===== config.mk =====
export PLATFORM = sky130hd
export DESIGN_NAME = inst_byte_decoder
export DESIGN_NICKNAME = d
export VERILOG_FILES = /design/src/rtl/decode_pkg.sv /design/src/rtl/modrm_size_calc.sv /design/src/rtl/inst_byte_decoder.sv
export SDC_FILE = /design/constraint.sdc
export NUM_CORES = 1
export LEC_CHECK = 0
export CORE_MARGIN = 4
export CORE_UTILIZATION = 50
export CTS_CLUSTER_SIZE = 8
export DETAILED_ROUTE_END_ITERATION = 10
export PLACE_DENSITY = 0.82
export SYNTH_ARGS = -nofsm -noshare
export SYNTH_HDL_FRONTEND = slang
export SYNTH_HIERARCHICAL = 1
export SYNTH_SLANG_ARGS = --single-unit

===== constraint.sdc =====
create_clock -name clk -period 6.83 [get_ports clk]
set_clock_uncertainty 0.2 [all_clocks]
set_input_delay 1.366 -clock clk [delete_from_list [all_inputs] [get_ports clk]]
set_output_delay 1.366 -clock clk [all_outputs]
set_load 0.05 [all_outputs]

===== src/rtl/decode_pkg.sv =====
// Shared types and encodings for the x86-64 byte-serial instruction decoder.
package decode_pkg;

   localparam int MAX_LEN = 15;

   // Info-word field positions (each operand/size field is 2 bits, grp is 5).
   localparam int OP1_LSB = 19;
   localparam int OP2_LSB = 17;
   localparam int SZ1_LSB = 15;
   localparam int SZ2_LSB = 13;
   localparam int GRP_LSB = 0;

   localparam logic [1:0] OPT_NONE  = 2'b00;
   localparam logic [1:0] OPT_REG   = 2'b01;
   localparam logic [1:0] OPT_MODRM = 2'b10;
   localparam logic [1:0] OPT_IMM   = 2'b11;

   localparam logic [1:0] SZ_8  = 2'b00;
   localparam logic [1:0] SZ_16 = 2'b01;
   localparam logic [1:0] SZ_32 = 2'b10;
   localparam logic [1:0] SZ_64 = 2'b11;

   localparam logic [1:0] MOD_IND = 2'b00;
   localparam logic [1:0] MOD_D8  = 2'b01;
   localparam logic [1:0] MOD_D32 = 2'b10;
   localparam logic [1:0] MOD_REG = 2'b11;
   localparam logic [2:0] RM_SIB    = 3'b100;
   localparam logic [2:0] RM_DISP32 = 3'b101;
   localparam logic [2:0] BASE_NONE = 3'b101;

   localparam logic [7:0] PFX_OPSZ  = 8'h66;
   localparam logic [7:0] PFX_ADSZ  = 8'h67;
   localparam logic [7:0] PFX_LOCK  = 8'hF0;
   localparam logic [7:0] PFX_REPNE = 8'hF2;
   localparam logic [7:0] PFX_REP   = 8'hF3;
   localparam logic [7:0] PFX_CS    = 8'h2E;
   localparam logic [7:0] PFX_SS    = 8'h36;
   localparam logic [7:0] PFX_DS    = 8'h3E;
   localparam logic [7:0] PFX_ES    = 8'h26;
   localparam logic [7:0] PFX_FS    = 8'h64;
   localparam logic [7:0] PFX_GS    = 8'h65;
   localparam logic [7:0] ESC_0F    = 8'h0F;
   localparam logic [7:0] ESC_38    = 8'h38;
   localparam logic [7:0] ESC_3A    = 8'h3A;

   localparam logic [2:0] SEG_NONE = 3'd0;
   localparam logic [2:0] SEG_CS   = 3'd1;
   localparam logic [2:0] SEG_SS   = 3'd2;
   localparam logic [2:0] SEG_DS   = 3'd3;
   localparam logic [2:0] SEG_ES   = 3'd4;
   localparam logic [2:0] SEG_FS   = 3'd5;
   localparam logic [2:0] SEG_GS   = 3'd6;

   typedef enum logic [2:0] {
      S_PFX, S_OPC2, S_MODRM, S_SIB, S_DISP, S_IMM, S_DONE
   } state_t;

   typedef struct packed {
      logic        opsz;
      logic        adsz;
      logic        lock;
      logic        rep;
      logic        repne;
      logic [2:0]  seg;
      logic [7:0]  rex;
      logic        map;
      logic [7:0]  opcode;
      logic [7:0]  modrm;
      logic [7:0]  sib;
      logic [31:0] disp;
      logic [63:0] imm;
      logic [22:0] info;
      logic [3:0]  len;
      logic        err;
   } decoded_t;

   function automatic logic is_legacy_pfx(input logic [7:0] b);
      logic hit;
      case (b)
         PFX_OPSZ, PFX_ADSZ, PFX_LOCK, PFX_REPNE, PFX_REP,
         PFX_CS, PFX_SS, PFX_DS, PFX_ES, PFX_FS, PFX_GS: hit = 1'b1;
         default: hit = 1'b0;
      endcase
      return hit;
   endfunction

   function automatic logic has_modrm(input logic [22:0] info);
      return (info[OP1_LSB +: 2] == OPT_MODRM) || (info[OP2_LSB +: 2] == OPT_MODRM) ||
             (info[GRP_LSB +: 5] != 5'd0);
   endfunction

   function automatic logic [3:0] imm_bytes(input logic [22:0] info, input logic opsz);
      logic       present;
      logic [1:0] sz;
      logic [3:0] n;
      present = 1'b1;
      sz      = SZ_8;
      if (info[OP1_LSB +: 2] == OPT_IMM)      sz = info[SZ1_LSB +: 2];
      else if (info[OP2_LSB +: 2] == OPT_IMM) sz = info[SZ2_LSB +: 2];
      else                                    present = 1'b0;
      case (sz)
         SZ_8:    n = 4'd1;
         SZ_16:   n = 4'd2;
         SZ_32:   n = opsz ? 4'd2 : 4'd4;
         default: n = 4'd8;
      endcase
      return present ? n : 4'd0;
   endfunction

endpackage


===== src/rtl/modrm_size_calc.sv =====
// Derives SIB presence and displacement width from ModRM (and SIB once it has arrived).
module modrm_size_calc
   import decode_pkg::*;
(
   input  logic [7:0] modrm_i,
   input  logic [7:0] sib_i,
   input  logic       sib_present_i,
   output logic       need_sib_o,
   output logic [2:0] disp_bytes_o
);

   logic [1:0] mod_f;
   logic [2:0] rm_f;
   logic       sib_unused;

   assign mod_f      = modrm_i[7:6];
   assign rm_f       = modrm_i[2:0];
   assign sib_unused = ^sib_i[7:3];
   assign need_sib_o = !sib_present_i && (mod_f != MOD_REG) && (rm_f == RM_SIB);

   always_comb begin
      disp_bytes_o = 3'd0;
      if (mod_f == MOD_D8) begin
         disp_bytes_o = 3'd1;
      end else if (mod_f == MOD_D32) begin
         disp_bytes_o = 3'd4;
      end else if (mod_f == MOD_IND) begin
         if (sib_present_i ? (sib_i[2:0] == BASE_NONE) : (rm_f == RM_DISP32))
            disp_bytes_o = 3'd4;
      end
   end

endmodule


===== src/rtl/inst_byte_decoder.sv =====
// Byte-serial x86-64 length/field decoder: one byte in per cycle, one record out per instruction.
//   S_PFX   | legacy/REX prefixes, 0F escape, or one-byte-map opcode
//   S_OPC2  | opcode byte of the 0F map
//   S_MODRM | ModRM byte
//   S_SIB   | SIB byte
//   S_DISP  | displacement bytes, little-endian
//   S_IMM   | immediate bytes, little-endian
//   S_DONE  | record held until consumer takes it
module inst_byte_decoder
   import decode_pkg::*;
(
   input  logic        clk,
   input  logic        reset_n,
   input  logic        flush,
   input  logic        in_valid,
   output logic        in_ready,
   input  logic [7:0]  in_byte,
   output logic        info_map,
   output logic [7:0]  info_opc,
   input  logic [22:0] info_word,
   output logic        out_valid,
   input  logic        out_ready,
   output decoded_t    out_rec
);

   state_t     state_q, state_d;
   decoded_t   rec_q, rec_d;
   logic [2:0] cnt_q, cnt_d;
   logic [2:0] disp_sz_q, disp_sz_d;
   logic [3:0] imm_sz_q, imm_sz_d;

   logic       accept;
   logic       take_opc;
   logic       need_sib;
   logic [2:0] msc_disp;
   logic [3:0] opc_imm_sz;
   state_t     after_addr;

   assign in_ready   = (state_q != S_DONE) && reset_n;
   assign accept     = in_valid && in_ready;
   assign info_map   = (state_q == S_OPC2);
   assign info_opc   = in_byte;
   assign out_valid  = (state_q == S_DONE);
   assign out_rec    = rec_q;
   assign opc_imm_sz = imm_bytes(info_word, rec_q.opsz);
   assign after_addr = (imm_sz_q != 4'd0) ? S_IMM : S_DONE;

   modrm_size_calc u_msc (
      .modrm_i       ((state_q == S_MODRM) ? in_byte : rec_q.modrm),
      .sib_i         (in_byte),
      .sib_present_i (state_q == S_SIB),
      .need_sib_o    (need_sib),
      .disp_bytes_o  (msc_disp)
   );

   always_comb begin
      state_d   = state_q;
      rec_d     = rec_q;
      cnt_d     = cnt_q;
      disp_sz_d = disp_sz_q;
      imm_sz_d  = imm_sz_q;
      take_opc  = 1'b0;

      if (state_q == S_DONE) begin
         if (out_ready) begin
            state_d   = S_PFX;
            rec_d     = '0;
            cnt_d     = '0;
            disp_sz_d = '0;
            imm_sz_d  = '0;
         end
      end else if (accept) begin
         rec_d.len = rec_q.len + 4'd1;
         if (rec_q.len == 4'(MAX_LEN)) begin
            // Byte beyond the architectural limit is dropped, not recorded.
            rec_d.len = 4'(MAX_LEN);
            rec_d.err = 1'b1;
            state_d   = S_DONE;
         end else begin
            unique case (state_q)
               S_PFX: begin
                  if (is_legacy_pfx(in_byte)) begin
                     rec_d.rex = '0;
                     case (in_byte)
                        PFX_OPSZ:  rec_d.opsz  = 1'b1;
                        PFX_ADSZ:  rec_d.adsz  = 1'b1;
                        PFX_LOCK:  rec_d.lock  = 1'b1;
                        PFX_REP:   rec_d.rep   = 1'b1;
                        PFX_REPNE: rec_d.repne = 1'b1;
                        PFX_CS:    rec_d.seg   = SEG_CS;
                        PFX_SS:    rec_d.seg   = SEG_SS;
                        PFX_DS:    rec_d.seg   = SEG_DS;
                        PFX_ES:    rec_d.seg   = SEG_ES;
                        PFX_FS:    rec_d.seg   = SEG_FS;
                        default:   rec_d.seg   = SEG_GS;
                     endcase
                  end else if (in_byte[7:4] == 4'h4) begin
                     rec_d.rex = in_byte;
                  end else if (in_byte == ESC_0F) begin
                     state_d = S_OPC2;
                  end else begin
                     take_opc = 1'b1;
                  end
               end
               S_OPC2: begin
                  if (in_byte == ESC_38 || in_byte == ESC_3A) begin
                     rec_d.err = 1'b1;
                     state_d   = S_DONE;
                  end else begin
                     take_opc = 1'b1;
                  end
               end
               S_MODRM: begin
                  rec_d.modrm = in_byte;
                  disp_sz_d   = msc_disp;
                  if (need_sib)              state_d = S_SIB;
                  else if (msc_disp != 3'd0) state_d = S_DISP;
                  else                       state_d = after_addr;
               end
               S_SIB: begin
                  rec_d.sib = in_byte;
                  disp_sz_d = msc_disp;
                  state_d   = (msc_disp != 3'd0) ? S_DISP : after_addr;
               end
               S_DISP: begin
                  if (disp_sz_q == 3'd1) rec_d.disp = {{24{in_byte[7]}}, in_byte};
                  else                   rec_d.disp[{cnt_q[1:0], 3'b000} +: 8] = in_byte;
                  if ((cnt_q + 3'd1) == disp_sz_q) begin
                     cnt_d   = '0;
                     state_d = after_addr;
                  end else begin
                     cnt_d = cnt_q + 3'd1;
                  end
               end
               S_IMM: begin
                  rec_d.imm[{cnt_q, 3'b000} +: 8] = in_byte;
                  if (({1'b0, cnt_q} + 4'd1) == imm_sz_q) begin
                     cnt_d   = '0;
                     state_d = S_DONE;
                  end else begin
                     cnt_d = cnt_q + 3'd1;
                  end
               end
               default: ;
            endcase
         end
      end

      if (take_opc) begin
         rec_d.map    = (state_q == S_OPC2);
         rec_d.opcode = in_byte;
         rec_d.info   = info_word;
         imm_sz_d     = opc_imm_sz;
         if (has_modrm(info_word))     state_d = S_MODRM;
         else if (opc_imm_sz != 4'd0)  state_d = S_IMM;
         else                          state_d = S_DONE;
      end

      if (flush) begin
         state_d   = S_PFX;
         rec_d     = '0;
         cnt_d     = '0;
         disp_sz_d = '0;
         imm_sz_d  = '0;
      end
   end

   always_ff @(posedge clk) begin
      if (!reset_n) begin
         state_q   <= S_PFX;
         rec_q     <= '0;
         cnt_q     <= '0;
         disp_sz_q <= '0;
         imm_sz_q  <= '0;
      end else begin
         state_q   <= state_d;
         rec_q     <= rec_d;
         cnt_q     <= cnt_d;
         disp_sz_q <= disp_sz_d;
         imm_sz_q  <= imm_sz_d;
      end
   end

endmodule


# Word level (Yosys, flattened, before mapping)
# Index checks and enable logic that the tools add are counted.
# totals
ff_bits	178
latch_bits	0
mem_bits_rw	0
romBits	0
inputBits	36
out_inout_bits	176
n_memories	0
# classes
add_sub_neg	5
n_mul	0
div_mod_pow	0
n_lt_le_gt_ge	0
n_eq_ne	48
n_shift	4
n_mux	89
bitwise_logic	1
reduce_logical	58
# op_table
operator	n
two-way mux 112 bit	3
two-way mux 165 bit	1
two-way mux 3 bit	27
bitwise mux 64 bit	1
two-way mux 16 bit	4
two-way mux 32 bit	2
two-way mux 64 bit	1
variable shift 8 x 8 -> 64 bit, first input constant	1
indexed part select 8 x 8 -> 64 bit	1
equality test 8 x 6 -> 1 bit, second input constant	6
two-way mux 23 bit	2
two-way mux 8 bit	5
case mux 3 bit (6 select lines)	2
AND reduction 6 bit	6
bitwise mux 32 bit	1
equality test 8 x 7 -> 1 bit, second input constant	4
variable shift 8 x 7 -> 32 bit, first input constant	1
indexed part select 8 x 7 -> 32 bit	1
nonzero test 2 bit	15
AND reduction 4 bit	7
inequality test 5 bit, second input constant	5
equality test 8 bit, second input constant	3
two-way mux 1 bit	23
two-way mux 4 bit	5
43 further kinds	78

# Depth between registers and ports, before layout
# Gate-level depths: netlist of run 1.
# logic_depth
ltp_word	16
depth_mapped	13
mapped_depth_nobuf	12

# By module
# The synthesis of run 1 kept the hierarchy.
# modules_own_cells
mod	instances	cells_each	area_per_inst_um2	seq_area_each_um2
inst_byte_decoder	1	917	7734.9	3563.4
modrm_size_calc	1	10	78.8	0.0

# Worst setup path after synthesis of run 1
# No wires, ideal clock.
# synth_timing
path_kind	input -> register
start	in in_byte[1]
end	reg state_q[0]
setup_ns	0.086
arrival_ns	3.390
required_ns	6.544
path_slack_ns	3.154
path_stages	12
cell_sequence	clkbuf_1 > clkbuf_1 > mux2_2 > inv_1 > a211oi_1 > a311oi_1 > nor4b_1 > nor2b_1 > o311ai_0 > a211oi_1 > a211oi_1 > a211oi_1
# synth_via
elab_chain_cells	15
# synth_rtl
element	line	source
from (decl)	inst_byte_decoder.sv:17	input logic [7:0] in_byte,
two-way mux 8 bit	-	
equality test 3 bit	modrm_size_calc.sv:28	if (sib_present_i ? (sib_i[2:0] == BASE_NONE) : (rm_f == RM_DISP32))
two-way mux 1 bit *	modrm_size_calc.sv:28	
two-way mux 3 bit *	modrm_size_calc.sv:28	
two-way mux 3 bit *	modrm_size_calc.sv:27	end else if (mod_f == MOD_IND) begin
two-way mux 3 bit *	modrm_size_calc.sv:25	end else if (mod_f == MOD_D32) begin
two-way mux 3 bit *	modrm_size_calc.sv:23	if (mod_f == MOD_D8) begin
named net msc_disp[2]	inst_byte_decoder.sv:35	logic [2:0] msc_disp;
nonzero test 3 bit *	inst_byte_decoder.sv:117, inst_byte_decoder.sv:123	
two-way mux 2 bit *	inst_byte_decoder.sv:117, inst_byte_decoder.sv:123	
two-way mux 3 bit	inst_byte_decoder.sv:116	if (need_sib) state_d = S_SIB;
case mux 3 bit (6 select lines) *	inst_byte_decoder.sv:80	unique case (state_q)
two-way mux 3 bit *	inst_byte_decoder.sv:74	if (rec_q.len == 4'(MAX_LEN)) begin
two-way mux 3 bit *	inst_byte_decoder.sv:72	end else if (accept) begin
two-way mux 3 bit *	inst_byte_decoder.sv:64	if (state_q == S_DONE) begin
two-way mux 3 bit *	inst_byte_decoder.sv:149	if (take_opc) begin
to (signal assigned)	inst_byte_decoder.sv:176	state_q <= state_d;
to (decl)	inst_byte_decoder.sv:26	state_t state_q, state_d;
# Mark *: on every way through the listed nets, which the timed path passes. The rest lies on a longest branch. The select of a mux whose other input is x is not followed.
# A chain may end at the register's enable or synchronous reset.

# Final worst setup path of run 1
# layout_timing
start	in in_byte[0]
end	out info_opc[0]
# layout_lines
element	line	source
to (decl)	inst_byte_decoder.sv:19	output logic [7:0] info_opc,
# No word-level cell between the ends.

==> metrics, run 1 <==
status completed; DR vias/cell approximately 5.7; buffer count from post-CTS setup fixing 0; Post-synth top cells dfxtp_1 (178), nand3_1 (106), nand2_1 (100); setup TNS 0 ns; crit path DAT around 3.3 ns; post-synth top area cell dfxtp_1; worst skew pair latency between 0.4 and 0.5 ns; mapped cell area 7814 um^2; # hold bufs at CTS 0; CTS tree built; Seq/Total Area, Yosys 0.4560; Multi-input gate area approximately 3800 um^2; worst hold path type reg -> reg; RSZ-0062 raised after global routing no; synthesized area per cell 8.429 um^2; top cells by area, synth dfxtp_1 (46%), nand3_1 (6.8%), a21oi_1 (4.9%); Layout fillers ~1,200; die outline height roughly 130 um; Max-cap violations 0; Setup Viol. Count Final 0; TritonRoute pass-1 iters 5; flop and latch count out of synthesis roughly 180; CTS sink cnt approximately 180; core area between 15,000 and 20,000 um^2; Area Overhead vs Synth 33.47%; Pwr Total between 2 and 2.5 mW; via count of the first global-routing pass 6,829; predominant post-synthesis flop cell dfxtp_1; first-pass GRT wire length 37,170 um; final period utilization 0.7168; root buf cell clkbuf_16; count leader, synth dfxtp_1; Worst Setup End Kind output port; post-synthesis net count between 900 and 1,000; number of distinct library cells after synthesis between 70 and 80; fmax between 200 and 250 MHz; nets@finish approximately 1,100; Final Critical Period roughly 5 ns; Placer Congestion between 0.8 and 0.9; Num CTS Buffers 17; area share of the largest cell type after synthesis 0.4560; Worst Setup Start Kind primary input; Antenna Violating Nets Remaining 0; hpwl dp 16,500 um; Clock transition at path regs ~0.070 ns; pin count of the biggest net entering global routing 89; worst-margin pin slew approximately 1.2 ns; DIE AREA about 18,000 um^2; crit path kind in -> out; Worst Path Buf+Inv 2; cell mode on critical path clkdlybuf4s50_1; Starting Density 0.5121; relative slew slack 0.2131; Vias approximately 7,500; slowest stage delay, CP between 1 and 1.5 ns; Worst Path Max Fanout 18; I/O Buffers around 210; # diodes 0; register area around 3600 um^2; static leakage about 3.7 nW; Post-synth EDFFs 0; Residual DRC 0; H-tree levels 4; CTS Buffer Depth 2; CP delay by family, top buffers and inverters; Initial DRC Count a little under 800; number of gates resized after cts 0; final hold viol count 0; routed wire length about 24,000 um; row count 45; PD cells roughly 210 nW/um^2; Ports roughly 210; GR Overflow Total 0; antenna violations before repair 0; Die X-Extent 133.0 um; WL per Instance ~18 um; Critical Path RT between 5 and 6 ns; CP cell instances clkdlybuf4s50_1, clkdlybuf4s50_1; Final Slew Violations 0; slowest CP cell clkdlybuf4s50_1; Synth warnings 6; Synth Instances 927; maximum VDD drop 0.1580 mV; ys async rst share 0; layout cells sized above 1 0.06472; gr usage total 0.2602
[worst paths after layout]
path              depth (start not counted)          end  slack [ns]   startpoint
hold reg to reg                           2  out_rec[51]        0.26  out_rec[51]
hold / removal                            2  out_rec[51]        0.26  out_rec[51]
setup / recovery                          2  info_opc[0]        1.93   in_byte[0]
setup reg to reg                         11   state_q[0]        3.17   state_q[1]
[logic make-up (layout without fill, tap and decap cells)]
family	count (synthesis)	in the layout	share of synthesized area
simple gates	394	394	0.2522
flops	178	178	0.4560
xor+xnor	8	8	0.01265
mux	24	24	0.03203
buf+inv	96	266	0.05797
compound gates	219	219	0.1774
fa+ha+maj	7	7	0.01121
other cells	1	1	0.0004799
[flip-flops by register name, indices dropped and copies added (netlist names)]
name	cells
out_rec	165
cnt_q	3
disp_sz_q	3
state_q	3
imm_sz_q	4
[power breakdown]
part           total, mW  internal (mW)  switching, mW
Combinational      0.175         0.0558          0.120
Sequential          1.05           1.04        0.00623
Clock              0.949          0.512          0.437
[cell type report]
class | count | area share
Clock buffer | 17 | 0.04079
Clock inverter | 15 | 0.01392
Inverter | 17 | 0.006119
Multi-Input combinational cell | 653 | 0.3653
Sequential cell | 178 | 0.3417
Tap cell | 211 | 0.02531
Timing Repair Buffer | 217 | 0.2068
[cell usage in the layout (no fill, tap or decap), types with 4 or more instances in the layout]
cell             netlist  layout
buf_4                 12       6
nand4b_1               7       7
nand2_1              100     100
a21o_1                 7       7
and3_1                18      18
nor3b_1                8       8
nor3_1                34      34
ha_1                   7       7
nor4_1                 4       4
a21oi_1               76      76
a41oi_1                7       7
o21ai_1                6       6
a22oi_1               11      11
inv_1                 16      16
dfxtp_1              178     178
o21ai_2                5       5
a31oi_1                6       6
mux2_2                 8       8
nor2b_1                8       7
nor2_1                78      77
a211oi_1               7       7
mux2i_1               16      16
or3_1                  4       4
clkbuf_16              0      17
o31ai_1                5       5
nand3_1              106     106
xor2_1                 4       4
inv_6                  0       7
clkdlybuf4s50_1        0     211
o21a_1                12      12
o21ai_0               50      50
[worst reg2reg max path, cell delays in order, from the launching register on]
cell,delay [ns]
dfxtp_1,0.70
nand2b_1,0.18
nor2_1,0.53
mux2_2,0.45
a211oi_1,0.25
a311oi_1,0.10
nor4b_1,0.33
nor2b_1,0.17
o311ai_0,0.13
a211oi_1,0.24
a211oi_1,0.07
a211oi_1,0.23
[routing by layer]
metal,GRT usage,vias to the layer above,part of all wire
li1,-,3597,-
met1,0.3549,3530,0.43
met2,0.4103,322,0.47
met3,0.05209,46,0.075
met4,0.09353,0,0.025
met5,0,-,0
[through the flow]
step	hold slack, ns	setup WS (ns)	std cells	cell area, um^2	utilization
2_1_floorplan	0.2573	3.154	927	7814	-
3_3_place_gp	0.2427	2.018	1276	9858	0.6461
3_5_place_dp	0.2486	1.963	1276	9858	0.6461
4_1_cts	0.2595	1.969	1308	10430	0.6835
5_1_grt	0.2731	1.897	1308	10430	0.6835
6_report	0.2583	1.934	1308	10430	0.6835
(Power assumes the default switching activity.)
==> run 2: changes to the inputs <==
- CORE_UTILIZATION: 50 -> 49
- PLACE_DENSITY: 0.82 -> 0.81
- clock period: 6.83 -> 4.8 ns (I/O delays scaled with it)
==> metrics, run 2 (same netlist as run 1, synthesis figures left out) <==
RSZ-0062 raised after global routing no (unchanged); CTS Buffer Depth 2 (unchanged); pin count of the biggest net entering global routing 65 (was 89); Worst Path Buf+Inv 2 (unchanged); CP cell instances clkdlybuf4s50_1, clkdlybuf4s50_1 (unchanged); first-pass GRT wire length 38,390 um (was 37,170 um); Pwr Total 3.208 mW (was 2.175 mW); dpl ws 0.8396 ns (was 1.963 ns); I/O Buffers 211 (unchanged); Final Critical Period roughly 4 ns; WHS 0.2614 ns (was 0.2583 ns); number of gates resized after cts 0 (unchanged); max FFs per register 165 (unchanged); fmax 250.6 MHz; gr usage total 0.2645 (was 0.2602); crit path DAT 2.83 ns (was 3.33 ns); Final Slew Violations 0 (unchanged); # hold bufs at CTS 0 (unchanged); Placer Congestion 0.8800 (was 0.8728); maximum VDD drop 0.2483 mV (was 0.1580 mV); slowest stage delay, CP 0.94 ns (was 1.02 ns); Starting Density 0.5065 (was 0.5121); CP delay by family, top buffers and inverters (unchanged); DR vias/cell 5.692 (was 5.730); WL per Instance 18.23 um (was 18.13 um); slowest CP cell clkdlybuf4s50_1 (unchanged); core area 15,430 um^2 (was 15,260 um^2); Antenna Violating Nets Remaining 0 (unchanged); # diodes 0 (unchanged); via count of the first global-routing pass 7,172 (was 6,829); final period utilization 0.8313; root buf cell clkbuf_16 (unchanged); DIE AREA 18,030 um^2 (was 17,690 um^2); antenna violations before repair 0 (unchanged); Ports 212 (unchanged); worst-margin pin slew 0.8696 ns (was 1.175 ns); Layout fillers 1,295 (was 1,205); buffer count from post-CTS setup fixing 0 (unchanged); H-tree levels 4 (unchanged); CTS tree built (unchanged); crit path kind in -> out (unchanged); most common cell after layout, fill and taps aside clkdlybuf4s50_1 (unchanged); worst skew pair latency 0.44 ns (was 0.43 ns); Area Overhead vs Synth 34.99% (was 33.47%); Worst Path Max Fanout 14 (was 18); Max-cap violations 0 (unchanged); Initial DRC Count 592 (was 794); setup TNS 0 ns (unchanged); CTS sink cnt 178 (unchanged); Worst Setup Start Kind primary input (unchanged); PD cells 304.1 nW/um^2 (was 208.5 nW/um^2); Critical Path RT 3.64 ns (was 5.26 ns); row count 45 (unchanged); Setup Viol. Count Final 0 (unchanged); Multi-input gate area 3815 um^2 (was 3810 um^2); die outline height 134.3 um (was 133.0 um); leading cell types in the layout, fill and taps excluded clkdlybuf4s50_1 (211), dfxtp_1 (178), nand3_1 (106) (unchanged); relative slew slack 0.4202 (was 0.2131); GR Overflow Total 0 (unchanged); final worst slack 0.8097 ns (was 1.934 ns); status completed (unchanged); hpwl dp 16,540 um (was 16,500 um); final hold viol count 0 (unchanged); Vias 7,497 (was 7,495); static leakage 3.744 nW (was 3.669 nW); TritonRoute pass-1 iters 5 (unchanged); layout cells sized above 1 0.07143 (was 0.06472); Clock transition at path regs 0.07 ns (about the same); routed wire length 24,020 um (was 23,710 um); Worst Setup End Kind output port (unchanged); cell mode on critical path clkdlybuf4s50_1 (unchanged); Num CTS Buffers 17 (unchanged); register area 3563 um^2 (unchanged); Die X-Extent 134.3 um (was 133.0 um); nets@finish 1,136 (was 1,127); worst hold path type reg -> reg (unchanged); Residual DRC 0 (unchanged)
==> run 2: cell types whose count changed in the layout (fill, tap and decap cells not counted), moves of 2 or more <==
cell and change:
clkinvlp_4 -2, inv_6 -2, clkinv_4 +2, buf_4 +9, bufinv_16 +2
==> run 2: metrics by stage <==
stage	util	instances	area [um^2]
CTS	0.6837	1317	10550
finish	0.6837	1317	10550
global route	0.6837	1317	10550
detailed placement	0.6437	1285	9931
floorplan	-	927	7814
global placement	0.6437	1285	9931
==> run 2: where the power goes <==
group          switching (mW)  leakage, nW  internal (mW)  total [mW]
Sequential            0.00870         1.43           1.49        1.49
Combinational           0.172         2.01         0.0844       0.257
Clock                   0.614        0.303          0.844        1.46
Total                   0.795         3.74           2.41        3.21
==> run 2: area by class of cell <==
class | instances | share of cell area
inverter | 17 | 0.006050
timing repair buffer | 226 | 0.2109
sequential | 178 | 0.3378
multi-input combinational | 653 | 0.3617
clock inverter | 13 | 0.01649
tap | 211 | 0.02503
clock buffer | 19 | 0.04199
==> run 2: worst paths after layout <==
check                                  from          end  slack, ns  depth (start not counted)
worst min-delay path            out_rec[52]  out_rec[52]       0.26                          2
worst max-delay path             in_byte[5]  info_opc[5]       0.81                          2
worst max register to register   state_q[1]   state_q[0]       1.15                         11
worst min register to register  out_rec[52]  out_rec[52]       0.26                          2
==> run 2: layer usage <==
metal | vias up | part of all wire | global-route usage
li1 | 3622 | - | -
met1 | 3530 | 0.43 | 0.3522
met2 | 300 | 0.47 | 0.4196
met3 | 45 | 0.074 | 0.06039
met4 | 0 | 0.025 | 0.1012
met5 | - | 0 | 0
==> run 3: changes to the inputs <==
- CORE_UTILIZATION: 49 -> 44
- PLACE_DENSITY: 0.81 -> 0.77
- clock period: 4.8 -> 3.4 ns (I/O delays scaled with it)
==> metrics, run 3 (same netlist as run 1, synthesis figures left out) <==
RSZ-0062 raised after global routing no (unchanged); CTS Buffer Depth 2 (unchanged); Multi-input gate area 3810 um^2 (was 3815 um^2); PD cells 423.2 nW/um^2 (was 304.1 nW/um^2); Setup Viol. Count Final 0 (unchanged); Initial DRC Count 580 (was 592); hpwl dp 18,160 um (was 16,540 um); I/O Buffers 211 (unchanged); Num CTS Buffers 17 (unchanged); antenna violations before repair 0 (unchanged); Placer Congestion 0.8994 (was 0.8800); Worst Setup Start Kind register (was primary input); worst skew pair latency 0.44 ns (about the same); WL per Instance 18.43 um (was 18.23 um); status completed (unchanged); Die X-Extent 141.3 um (was 134.3 um); max FFs per register 165 (unchanged); nets@finish 1,169 (was 1,136); # diodes 0 (unchanged); # hold bufs at CTS 0 (unchanged); TritonRoute pass-1 iters 7 (was 5); Starting Density 0.4502 (was 0.5065); crit path kind reg -> out (was in -> out); via count of the first global-routing pass 7,231 (was 7,172); worst hold path type reg -> reg (unchanged); first-pass GRT wire length 39,140 um (was 38,390 um); placed cell areas 10,320 um^2 (was 9931 um^2); crit path DAT 2.31 ns (was 2.83 ns); Final Cell Area 10,980 um^2 (was 10,550 um^2); number of gates resized after cts 0 (unchanged); GR Overflow Total 0 (unchanged); CTS sink cnt 178 (unchanged); DIE AREA 19,950 um^2 (was 18,030 um^2); relative slew slack 0.4486 (was 0.4202); most common cell after layout, fill and taps aside clkdlybuf4s50_1 (unchanged); Area Overhead vs Synth 40.53% (was 34.99%); Pwr Total 4.647 mW (was 3.208 mW); routed wire length 25,140 um (was 24,020 um); Worst Setup End Kind output port (unchanged); Critical Path RT 2.52 ns (was 3.64 ns); static leakage 3.975 nW (was 3.744 nW); layout cells sized above 1 0.1071 (was 0.07143); leading cell types in the layout, fill and taps excluded clkdlybuf4s50_1 (202), dfxtp_1 (178), nand3_1 (106) (was clkdlybuf4s50_1 (211), dfxtp_1 (178), nand3_1 (106)); pin count of the biggest net entering global routing 60 (was 65); buffer count from post-CTS setup fixing 0 (unchanged); row count 48 (was 45); Worst Path Max Fanout 17 (was 14); setup TNS 0 ns (unchanged); root buf cell clkbuf_16 (unchanged); Max-cap violations 0 (unchanged); core area 17,360 um^2 (was 15,430 um^2); final hold viol count 0 (unchanged); Layout fillers 1,436 (was 1,295); fmax between 300 and 400 MHz; dpl ws 0.1280 ns (was 0.8396 ns); maximum VDD drop 0.3573 mV (was 0.2483 mV); Final Critical Period ~3.2 ns; Final Slew Violations 0 (unchanged); worst-margin pin slew 0.8272 ns (was 0.8696 ns); Vias 7,687 (was 7,497); DR vias/cell 5.636 (was 5.692); Antenna Violating Nets Remaining 0 (unchanged); register area 3563 um^2 (unchanged); gr usage total 0.2454 (was 0.2645); final period utilization 0.9389; Ports 212 (unchanged); CTS tree built (unchanged); Clock transition at path regs 0.07 ns (about the same); final worst slack 0.2077 ns (was 0.8097 ns); die outline height 141.3 um (was 134.3 um); Residual DRC 0 (unchanged); H-tree levels 4 (unchanged)
==> run 3: layout make-up <==
| cell class | count | share of cell area |
|---|---|---|
| Multi-Input combinational cell | 653 | 0.3470 |
| Clock buffer | 17 | 0.03874 |
| Tap cell | 225 | 0.02564 |
| Timing Repair Buffer | 259 | 0.2368 |
| Clock inverter | 15 | 0.02154 |
| Sequential cell | 178 | 0.3245 |
| Inverter | 17 | 0.005811 |
==> run 3: routing by layer <==
layer	track usage	share of wire
met1	0.3379	0.44
met2	0.3858	0.46
met3	0.05966	0.080
met4	0.06884	0.017
met5	0	0
==> run 3: path summary, 6_finish.rpt <==
check / from / endpoint / slack (ns) / cells after the start
setup / recovery: state_q[0] / out_valid / 0.21 / 4
hold / removal: out_rec[68] / out_rec[68] / 0.26 / 2
hold reg to reg: out_rec[68] / out_rec[68] / 0.26 / 2
setup reg to reg: state_q[0] / out_rec[129] / 0.37 / 9
==> run 3: power breakdown <==
group	total (mW)	switching (mW)	internal [mW]
combinational	0.406	0.255	0.151
sequential	2.10	0.00746	2.10
clock	2.14	0.989	1.15
==> run 3: metrics by stage <==
step | util | std cells | hold WS (ns)
4_1_cts | 0.6326 | 1364 | 0.2586
2_1_floorplan | - | 927 | 0.2573
6_report | 0.6326 | 1364 | 0.2567
3_3_place_gp | 0.5945 | 1332 | 0.2406
5_1_grt | 0.6326 | 1364 | 0.2774
3_5_place_dp | 0.5945 | 1332 | 0.2482
==> run 3: worst max-delay path: stages, from the launching register on <==
cell and delay [ns]:
dfxtp_1 0.36, buf_4 0.20, nand3b_4 0.33, inv_2 0.15, clkdlybuf4s50_1 0.82
